--- src/rtl/dual_port_ram_arbiter.sv ---
// Shared-write-port RAM: two writers arbitrated round-robin with a burst limit,
// plus an independent 1-cycle read port that returns old data on same-edge collisions.
module dual_port_ram_arbiter #(
    parameter int length    = 4,
    parameter int locations = 8,
    parameter int burst     = 4,
    parameter int AW        = $clog2(locations)
) (
    input  logic              clk,
    input  logic              rst,
    input  logic              wr_req0,
    input  logic [AW-1:0]     wr_addr0,
    input  logic [length-1:0] wr_data0,
    output logic              wr_gnt0,
    input  logic              wr_req1,
    input  logic [AW-1:0]     wr_addr1,
    input  logic [length-1:0] wr_data1,
    output logic              wr_gnt1,
    input  logic              rd_req,
    input  logic [AW-1:0]     rd_addr,
    output logic              rd_valid,
    output logic [length-1:0] rd_data
);

    localparam int CW = $clog2(burst) + 1;
    localparam logic [CW-1:0] BURST_LAST = CW'(burst - 1);

    typedef enum logic [1:0] {
        IDLE = 2'd0,
        OWN0 = 2'd1,
        OWN1 = 2'd2
    } state_e;

    state_e            state_q, state_d;
    logic              last_q, last_d;
    logic [CW-1:0]     cnt_q, cnt_d;
    logic              we0_s, we1_s;
    logic              wr_en_s;
    logic [AW-1:0]     wr_addr_s;
    logic [length-1:0] wr_data_s;
    logic [length-1:0] mem_q [locations];
    logic              rd_valid_q;
    logic [length-1:0] rd_data_q;

    // Arbiter state, last-served flag (1 = writer 1 served last) and burst count.
    always_ff @(posedge clk or posedge rst) begin
        if (rst) begin
            state_q <= IDLE;
            last_q  <= 1'b1;
            cnt_q   <= '0;
        end else begin
            state_q <= state_d;
            last_q  <= last_d;
            cnt_q   <= cnt_d;
        end
    end

    // Next-state logic; the owner writes on every cycle its request stays high.
    always_comb begin
        state_d = state_q;
        last_d  = last_q;
        cnt_d   = cnt_q;
        we0_s   = 1'b0;
        we1_s   = 1'b0;
        case (state_q)
            IDLE: begin
                cnt_d = '0;
                if (wr_req0 && wr_req1) begin
                    state_d = last_q ? OWN0 : OWN1;
                end else if (wr_req0) begin
                    state_d = OWN0;
                end else if (wr_req1) begin
                    state_d = OWN1;
                end else begin
                    state_d = IDLE;
                end
            end
            OWN0: begin
                if (!wr_req0) begin
                    state_d = wr_req1 ? OWN1 : IDLE;
                    last_d  = 1'b0;
                    cnt_d   = '0;
                end else begin
                    we0_s = 1'b1;
                    if (cnt_q == BURST_LAST) begin
                        cnt_d = '0;
                        if (wr_req1) begin
                            state_d = OWN1;
                            last_d  = 1'b0;
                        end else begin
                            state_d = OWN0;
                        end
                    end else begin
                        cnt_d = cnt_q + 1'b1;
                    end
                end
            end
            OWN1: begin
                if (!wr_req1) begin
                    state_d = wr_req0 ? OWN0 : IDLE;
                    last_d  = 1'b1;
                    cnt_d   = '0;
                end else begin
                    we1_s = 1'b1;
                    if (cnt_q == BURST_LAST) begin
                        cnt_d = '0;
                        if (wr_req0) begin
                            state_d = OWN0;
                            last_d  = 1'b1;
                        end else begin
                            state_d = OWN1;
                        end
                    end else begin
                        cnt_d = cnt_q + 1'b1;
                    end
                end
            end
            default: begin
                state_d = IDLE;
                cnt_d   = '0;
            end
        endcase
    end

    // Steer the owning writer onto the single write port.
    always_comb begin
        wr_en_s   = we0_s | we1_s;
        wr_addr_s = wr_addr0;
        wr_data_s = wr_data0;
        if (we1_s) begin
            wr_addr_s = wr_addr1;
            wr_data_s = wr_data1;
        end else begin
            wr_addr_s = wr_addr0;
            wr_data_s = wr_data0;
        end
    end

    // Memory array: not reset, and never written while reset is asserted.
    always_ff @(posedge clk) begin
        if (wr_en_s && !rst) begin
            mem_q[wr_addr_s] <= wr_data_s;
        end
    end

    // Read port samples the pre-edge array contents, giving read-before-write.
    always_ff @(posedge clk or posedge rst) begin
        if (rst) begin
            rd_valid_q <= 1'b0;
            rd_data_q  <= '0;
        end else if (rd_req) begin
            rd_valid_q <= 1'b1;
            rd_data_q  <= mem_q[rd_addr];
        end else begin
            rd_valid_q <= 1'b0;
        end
    end

    assign wr_gnt0  = (state_q == OWN0);
    assign wr_gnt1  = (state_q == OWN1);
    assign rd_valid = rd_valid_q;
    assign rd_data  = rd_data_q;

endmodule

--- config.mk ---
export PLATFORM = sky130hd
export DESIGN_NAME = dual_port_ram_arbiter
export DESIGN_NICKNAME = d
export VERILOG_FILES = /design/src/rtl/dual_port_ram_arbiter.sv
export SDC_FILE = /design/constraint.sdc
export NUM_CORES = 1
export LEC_CHECK = 0
export CAP_MARGIN = 10
export CORE_MARGIN = 2
export CORE_UTILIZATION = 57
export CTS_BUF_LIST = sky130_fd_sc_hd__clkbuf_16
export DETAILED_ROUTE_END_ITERATION = 6
export PLACE_DENSITY = 0.83
export RECOVER_POWER = 50
export SLEW_MARGIN = 0
export SYNTH_ARGS = -nofsm -noshare
export SYNTH_HDL_FRONTEND = slang
export SYNTH_SLANG_ARGS = --single-unit
--- constraint.sdc ---
create_clock -name clk -period 2.8 [get_ports clk]
set_input_delay 0.28 -clock clk [delete_from_list [all_inputs] [get_ports clk]]
set_output_delay 0.28 -clock clk [all_outputs]
set_load 0.05 [all_outputs]
Word-level counts from Yosys, hierarchy flattened --
Memory sizes are Yosys's and may differ from the RTL's. A register that Yosys moved wholly into a read port is not among the register bits. Cells that the tools add are included.
Word-level totals: word-level logic and storage cells 53, bits in read-only memories 0, latch bits 0, memories kept 1, memory bits (writable) 32, bits in registers 7
Operators by class: mux-type cells 32, equal/unequal tests 7, order comparisons 0, add/sub/neg operators 1, divide/modulo/power cells 0, shifts and indexed selects 0, reduce and logical (&&, ||, !) cells 7, multipliers 0, bitwise logic cells 1
Memory list:
- mem_q | depth 8, width 4, read ports 1, clocked after memory_dff 1, wr ports 1, line 41 | logic [length-1:0] mem_q [locations];
Operator list (number):
- 2-bit two-way mux | 10
- 1-bit two-way mux | 14
- 3-bit two-way mux | 4
- 3-bit by 2-bit inequality test with 1-bit output (second input constant) | 3
- 2-bit one-hot mux with 3 select lines | 1
- 3-bit one-hot mux with 2 select lines | 1
- 5-bit AND reduction | 1
- 4-bit two-way mux | 1
- 3-bit by 1-bit adder with 3-bit output (second input constant) | 1
- 3-bit by 2-bit equality test with 1-bit output (second input constant) | 1
- 3-bit inequality test (second input constant) | 1
- 2-bit by 1-bit equality test with 1-bit output (second input constant) | 1
- 2-bit equality test (second input constant) | 1
- 1-bit logical AND | 2
- 2-bit logical NOT | 1
- 1-bit one-hot mux with 2 select lines | 1
- 2-bit AND reduction | 1
- 2-bit nonzero test | 1
- 1-bit logical NOT | 1
- 1-bit OR | 1

Depth between registers and ports, before layout --
Gate-level depths: netlist of run 1.
word-level depth 6, mapped depth 7, gate-level depth less buffers 6

Least setup slack after synthesis of run 1 --
OpenSTA, ideal clock, no wires.
kind flip-flop to flip-flop, start register state_q[0], end memory mem_q[0][0] (enable), arrival 1.902 ns, clock period less this slack 2.231 ns, required time 2.471 ns, slack 0.569 ns, stages on the path, launching flop included 7, setup time 0.329 ns, buffers on the path 1, path through dfrtp_1 inv_1 ha_1 nand2_1 buf_6 o31a_1 nor2_1
On the way: cells in the longest elaborated chain, start to end 6, elaborated cells between the ends (all ways) 9, classes of those cells 2 x eq/ne; 5 x mux; 1 x bitwise; 1 x reduce/logical
Ends and longest elaborated chain:
- start, declared | line 34 | state_e state_q, state_d;
- start signal, assigned | line 52 | state_q <= state_d;
- 2-bit equality test *
- net wr_gnt1 | line 18 | output logic wr_gnt1,
- 1-bit two-way mux * | line 65 | case (state_q)
- 1-bit OR | line 127 | wr_en_s = we0_s | we1_s;
- 1-bit logical AND | line 141 | if (wr_en_s && !rst) begin
- 1-bit two-way mux | line 141
- 1-bit two-way mux (implied by the code) | line 142 | mem_q[wr_addr_s] <= wr_data_s;
- end, declared | line 41
The timed path passes the listed nets; every way through them passes the cells marked *.

Worst setup path in the final report of run 1 --
start register state_q[0], end memory mem_q[0][3] (enable)
On the way: cells in the longest elaborated chain, start to end 6, elaborated cells between the ends (all ways) 9, classes of those cells 2 x eq/ne; 5 x mux; 1 x bitwise; 1 x reduce/logical
Ends and longest elaborated chain (line):
- 2-bit by 1-bit equality test with 1-bit output or 2-bit equality test (tied branches) | 65
- 1-bit two-way mux | 65
- 1-bit OR | 127
- 1-bit logical AND | 141
- 1-bit two-way mux | 141
- 1-bit two-way mux (implied by the code) | 142
Several ways; a longest one is shown, not always the timed one.

==> key figures, run 1 <==
Synth
  • Register area share after synthesis: 0.625
  • Post-Syn Area: around 2000 µm²
  • Synth Instances: 147
  • Synth Warn #: 0
  • Synth Register Bits: 43
  • Mean Syn Cell Area: 13.5 µm²
  • Synth unique cells: 29
  • Syn_nets: between 150 and 200

Worst setup path
  • WP depth: 6
  • Critical path arrival: 2190 ps
  • Worst Setup SP: state_q[0]
  • Crit path top cell by count: nand2_1
  • Max FO, Critical Path: 13
  • Reg2reg start: state_q[0]
  • CP Capture Type: flop
  • Worst path max stage delay: around 400 ps
  • Buf+Inv Stages, Crit Path: 1
  • Worst Path Required: between 2000 and 3000 ps
  • Crit Reg-Reg Endpoint: mem_q[0][3]
  • Crit start category: flop
  • Slowest-stage cell, CP: dfrtp_1
  • Top delay family on crit path: simple AND/OR/NAND/NOR gates
  • Reg2reg path depth: 6
  • Setup CP Type: flop to flop
  • Critical-path cell list: inv_1, ha_1, nand2_1, mux2i_1, nand2_1, nor2_1
  • Flop2flop setup slack: about 560 ps
  • CP endpoint: mem_q[0][3]

STA
  • Worst slew pin tran: ~1100 ps
  • Max-slew headroom: 0.248
  • Fmax achieved: between 0.4 and 0.5 GHz
  • Period utilisation layout: 0.799
  • Fin crit period: 2240 ps
  • Final setup vio count: 0
  • Min Hold Slack: 449 ps
  • Hold Vio Cnt, Final: 0
  • Fin Setup TNS: 0 ps
  • Max Transition Viols Final: 0
  • Worst clock skew: 5.21 ps
  • RSZ-0062 raised after global routing: false
  • Worst setup margin: 564 ps

Power
  • Leakage: 0.923 nW
  • Int Pwr: about 0.0013 W
  • Peak supply drop: 0.497 mV
  • P per Cell Area: 745 nW/µm²
  • Net Sw Frac: 0.304
  • Clk pwr share: 0.308
  • Gate power share: 0.258
  • NetSw: about 0.00055 W
  • Reg power frac: 0.434
  • Tot Pwr: 0.00180 W

Final layout
  • Layout fillers: roughly 240
  • Ant diodes: 0
  • Layout cell share with drive strength beyond 1: 0.0718
  • Layout overhead on the synthesized area: 21.7%
  • # nets final: 207
  • Most frequent cells in the layout: edfxtp_1 (32), clkdlybuf4s50_1 (20), mux2i_1 (17)
  • Most common cell after layout, fill and taps aside: edfxtp_1

Global route
  • Vias in the first global route: approximately 1300
  • GR Util All Layers: 0.212
  • Largest net degree at the start of global routing: 17
  • Initial antenna violation count: 0
  • Grt ovf: 0
  • First-pass GRT wire length: 6250 µm

Drt
  • Routed WL per cell: 16.6 µm
  • Router iterations before antenna repair: 4
  • Final ANT Viol Nets: 0
  • Via density: 5.66
  • DRC viols: 0
  • Via count: 1284
  • Drt first-iter violations: 99
  • Final wirelength: approximately 3800 µm

Placed design
  • Port bufs: 28
  • DP Worst Slack: approximately 540 ps
  • GP Congestion: 0.856
  • HPWL Detailed: 2760 µm

CTS
  • CTS root buffer: clkbuf_16
  • Maximum clock path buffer count: 2
  • Num CTS Buffers: 5
  • PostCTS Resize Cnt: 0
  • Postcts setup bufs: 0
  • H-tree lvl count: 2
  • Clock transition at path regs: ~60 ps
  • CTS tree: yes
  • Clock sinks: 43
  • Clock latency on the worst-skew pair: 280 ps
  • CTS Hold Bufs: 0

Floorplanning
  • Die area: 3960 µm²
  • Die W: about 63 µm
  • Area of the core: 3340 µm²
  • Initial core utilization: 0.594
  • Num rows: 21
  • Die height: 62.9 µm
  • Io pins: 29

Outcome
  • Status: complete, no violations

Min path
  • Hold Path Class: input port to async pin

Run
  • Max cap viols: 0
==> how the worst min path moves through the flow <==
stage / startpoint / end / slack (ps) / cells past startpoint
6_report: rst / rd_data[2] / 450 / 2
3_3_place_gp: rd_data[2] / rd_data[2] / 510 / 2
5_1_grt: rst / state_q[1] / 490 / 2
4_1_cts: rst / rd_data[2] / 330 / 2
3_5_place_dp: rd_data[1] / rd_data[1] / 510 / 2
2_1_floorplan: rst / cnt_q[0] / 130 / 1
==> Yosys cell counts (all sizes together) <==
cell	number	area, µm²
a31oi	3	18.8
dfstp	1	26.3
and3b	2	20.0
edfxtp	32	961
mux2	5	60.1
nand3b	1	7.51
nor2b	4	25.0
nand2	7	26.3
ha	5	62.6
mux2i	17	170
o21ai	8	40.0
buf	3	37.5
nand2b	2	12.5
o31a	1	8.76
nand3	5	25.0
nor4b	1	8.76
nor2	14	55.1
a22oi	9	72.6
nor3b	2	15.0
inv	10	37.5
dfrtp	10	250
and2	1	6.26
a21oi	3	26.3
o211ai	1	7.51
==> registers in the layout, indices dropped and copies added (netlist names) <==
| name | cells |
|---|---|
| last_q | 1 |
| state_q | 2 |
| mem_q | 32 |
| cnt_q | 3 |
| rd_valid | 1 |
| rd_data | 4 |
==> metrics by stage <==
stage                     std cells  instance area [µm²]   util
final                           227                 2410  0.722
after floorplan                 147                 1980      -
after global placement          219                 2290  0.686
after detailed placement        219                 2290  0.686
after global routing            227                 2410  0.722
after CTS                       227                 2430  0.729
==> power by group through the flow <==
stage	Clock [W]	Sequential, W	Combinational, W
3_3_place_gp	0	0.000786	0.000462
5_1_grt	0.000582	0.000785	0.000503
2_1_floorplan	0	0.000810	0.000321
3_5_place_dp	0	0.000791	0.000487
4_1_cts	0.000557	0.000779	0.000490
6_report	0.000553	0.000779	0.000464
==> routing by layer <==
layer	up-vias	global-route usage	share of wire
li1	605	-	-
met1	626	0.260	0.42
met2	45	0.360	0.50
met3	8	0.0631	0.065
met4	0	0.0639	0.012
met5	-	0	0
==> cells by family (layout without fill, tap and decap cells) <==
family                   after synthesis  in the layout  synth area share
AO/OA/AOI/OAI                         25             25            0.0878
buffers and inverters                 13             47            0.0379
AND/OR/NAND/NOR                       39             39             0.102
adder cells (fa/ha/maj)                5              5            0.0316
multiplexers                          22             22             0.116
flip-flops                            43             43             0.625
==> cell type report <==
cell class | count | area (µm²) | area share
Clock buffer | 5 | 125 | 0.0519
Clock inverter | 3 | 20.0 | 0.00831
Inverter | 10 | 37.5 | 0.0156
Multi-Input combinational cell | 91 | 648 | 0.269
Sequential cell | 43 | 1240 | 0.514
Tap cell | 46 | 57.6 | 0.0239
Timing Repair Buffer | 29 | 284 | 0.118
Power figures use the tool's default switching activity.
==> inputs of run 2 (changes only) <==
--- a/config.mk
+++ b/config.mk
@@ -7,10 +7,10 @@
 export LEC_CHECK = 0
 export CAP_MARGIN = 10
 export CORE_MARGIN = 2
-export CORE_UTILIZATION = 57
+export CORE_UTILIZATION = 53
 export CTS_BUF_LIST = sky130_fd_sc_hd__clkbuf_16
 export DETAILED_ROUTE_END_ITERATION = 6
-export PLACE_DENSITY = 0.83
+export PLACE_DENSITY = 0.78
 export RECOVER_POWER = 50
 export SLEW_MARGIN = 0
 export SYNTH_ARGS = -nofsm -noshare
==> constraint.sdc (replaced) <==
create_clock -name clk -period 2.15 [get_ports clk]
set_input_delay 0.215 -clock clk [delete_from_list [all_inputs] [get_ports clk]]
set_output_delay 0.215 -clock clk [all_outputs]
set_load 0.05 [all_outputs]
==> key figures, run 2 (same netlist as run 1, synthesis figures left out) <==
Floorplanning
  • Area of the core: 3630 µm² (was 3340 µm²)
  • Die W: 65.1 µm (was 62.9 µm)
  • Io pins: 29 (unchanged)
  • Die area: 4240 µm² (was 3960 µm²)
  • Initial core utilization: 0.545 (was 0.594)
  • Num rows: 22 (was 21)
  • Die height: 65.1 µm (was 62.9 µm)

STA
  • Final setup vio count: 0 (unchanged)
  • Fin crit period: 2000 ps (was 2240 ps)
  • Period utilisation layout: 0.932 (was 0.799)
  • Max Transition Viols Final: 0 (unchanged)
  • Fin Setup TNS: 0 ps (unchanged)
  • Worst slew pin tran: 586 ps (was 1130 ps)
  • Hold Vio Cnt, Final: 0 (unchanged)
  • Fmax achieved: 0.499 GHz (was 0.447 GHz)
  • Max-slew headroom: 0.611 (was 0.248)
  • Min Hold Slack: 421 ps (was 449 ps)
  • Worst clock skew: 4.30 ps (was 5.21 ps)
  • RSZ-0062 raised after global routing: false (unchanged)

CTS
  • Postcts setup bufs: 0 (unchanged)
  • H-tree lvl count: 2 (unchanged)
  • CTS tree: yes (unchanged)
  • CTS Hold Bufs: 0 (unchanged)
  • Clock latency on the worst-skew pair: 280 ps (about the same)
  • Clock transition at path regs: 60 ps (about the same)
  • CTS root buffer: clkbuf_16 (unchanged)
  • Clock sinks: 43 (unchanged)
  • Maximum clock path buffer count: 2 (unchanged)
  • Num CTS Buffers: 5 (unchanged)

Worst setup path
  • CP Capture Type: flop (unchanged)
  • Critical path arrival: 1950 ps (was 2190 ps)
  • Crit start category: flop (unchanged)
  • Crit Reg-Reg Endpoint: mem_q[2][1] (was mem_q[0][3])
  • Worst Path Required: 2100 ps (was 2750 ps)
  • Reg2reg path depth: 6 (unchanged)
  • Setup CP Type: flop to flop (unchanged)
  • Max FO, Critical Path: 7 (was 13)
  • Flop2flop setup slack: 150 ps (was 560 ps)
  • Reg2reg start: state_q[0] (unchanged)

Power
  • Leakage: 0.927 nW (was 0.923 nW)
  • P per Cell Area: 944 nW/µm² (was 745 nW/µm²)
  • Peak supply drop: 0.616 mV (was 0.497 mV)

Final layout
  • Layout cell share with drive strength beyond 1: 0.0879 (was 0.0718)
  • Layout fillers: 291 (was 239)
  • Register name with the most flops: mem_q (unchanged)
  • Most frequent cells in the layout: edfxtp_1 (32), clkdlybuf4s50_1 (18), mux2i_1 (17) (was edfxtp_1 (32), clkdlybuf4s50_1 (20), mux2i_1 (17))
  • Layout overhead on the synthesized area: 21.4% (was 21.7%)
  • # nets final: 208 (was 207)
  • Ant diodes: 0 (unchanged)
  • Most common cell after layout, fill and taps aside: edfxtp_1 (unchanged)
  • Max reg flops: 32 (unchanged)

Outcome
  • Status: complete, no violations (unchanged)

Global route
  • Vias in the first global route: 1285 (was 1324)
  • Grt ovf: 0 (unchanged)
  • GR Util All Layers: 0.198 (was 0.212)
  • First-pass GRT wire length: 5960 µm (was 6250 µm)
  • Largest net degree at the start of global routing: 17 (unchanged)
  • Initial antenna violation count: 0 (unchanged)

Placed design
  • Port bufs: 28 (unchanged)
  • GP Congestion: 0.787 (was 0.856)
  • HPWL Detailed: 2680 µm (was 2760 µm)

Min path
  • Hold Path Class: input port to async pin (unchanged)

Drt
  • Via density: 5.34 (was 5.66)
  • Final ANT Viol Nets: 0 (unchanged)
  • Router iterations before antenna repair: 4 (unchanged)
  • Via count: 1229 (was 1284)
  • DRC viols: 0 (unchanged)
  • Drt first-iter violations: 40 (was 99)
  • Routed WL per cell: 16.1 µm (was 16.6 µm)
  • Final wirelength: 3710 µm (was 3760 µm)

Run
  • Max cap viols: 0 (unchanged)
## run 2: cell count changes in the layout (fill, tap and decap cells not counted), moves of 2 or more
cell,previous run,this run
nor2_1,13,11
clkdlybuf4s50_1,20,18
clkinvlp_4,2,0
clkinv_1,0,2
nor2_2,1,3
clkbuf_2,0,2
## run 2: how the worst max path moves through the flow
stage	startpoint	endpoint	slack, ps	cells after the start
after global routing	state_q[0]	mem_q[2][1]	6	6
after floorplan	state_q[0]	mem_q[0][0]	150	6
after global placement	wr_req1	mem_q[0][1]	210	5
after CTS	state_q[1]	wr_gnt0	50	3
final	state_q[0]	mem_q[2][1]	150	6
after detailed placement	wr_req1	mem_q[5][1]	100	5
## run 2: critical path: stages, from the launching register on
cell and delay, ps:
dfrtp_1 400, inv_1 80, ha_2 230, nand2_1 200, mux2i_1 250, nand2_1 190
nor2_1 330
## run 2: timing repair
item / 4_1_cts / 5_1_grt
hold endpoints to repair: 0 / 0
resized for setup: 0 / 4
setup endpoints to repair: 0 / 6
## run 2: power breakdown
| group | switching (W) | internal [W] | total, W |
|---|---|---|---|
| sequential | 0.0000348 | 0.000978 | 0.00101 |
| clock | 0.000268 | 0.000417 | 0.000685 |
| combinational | 0.000365 | 0.000208 | 0.000573 |
| total | 0.000668 | 0.00160 | 0.00227 |
## run 2: stage by stage
stage / cells / utilization / worst slack (ps) / total power, W / area, µm²
after floorplan: 147 / - / 152 / 0.00148 / 1980
after global placement: 222 / 0.633 / 213 / 0.00163 / 2300
after detailed placement: 222 / 0.633 / 100 / 0.00166 / 2300
after CTS: 230 / 0.671 / 48.5 / 0.00235 / 2440
after global routing: 230 / 0.662 / 5.69 / 0.00239 / 2400
final: 230 / 0.662 / 146 / 0.00227 / 2400
## run 2: cell type report
class                   count  area, µm²  area share
repair buffers             30        278       0.116
clock inverters             3       11.3     0.00468
flip-flops and latches     43       1240       0.515
clock buffers               5        125      0.0520
inverters                  10       37.5      0.0156
well taps                  48       60.1      0.0250
multi-input cells          91        656       0.273
## run 2: routing by layer
layer  track usage  share of wire
met3        0.0531          0.038
met1         0.223           0.42
met2         0.351           0.52
met5             0              0
met4        0.0938          0.021
==> inputs of run 3 (changes only) <==
--- a/config.mk
+++ b/config.mk
@@ -12,7 +12,6 @@
 export DETAILED_ROUTE_END_ITERATION = 6
 export PLACE_DENSITY = 0.78
 export RECOVER_POWER = 50
-export SLEW_MARGIN = 0
 export SYNTH_ARGS = -nofsm -noshare
 export SYNTH_HDL_FRONTEND = slang
 export SYNTH_SLANG_ARGS = --single-unit
==> results of run 3 <==
Final layout, timing and power as in run 2 (identical DEF).
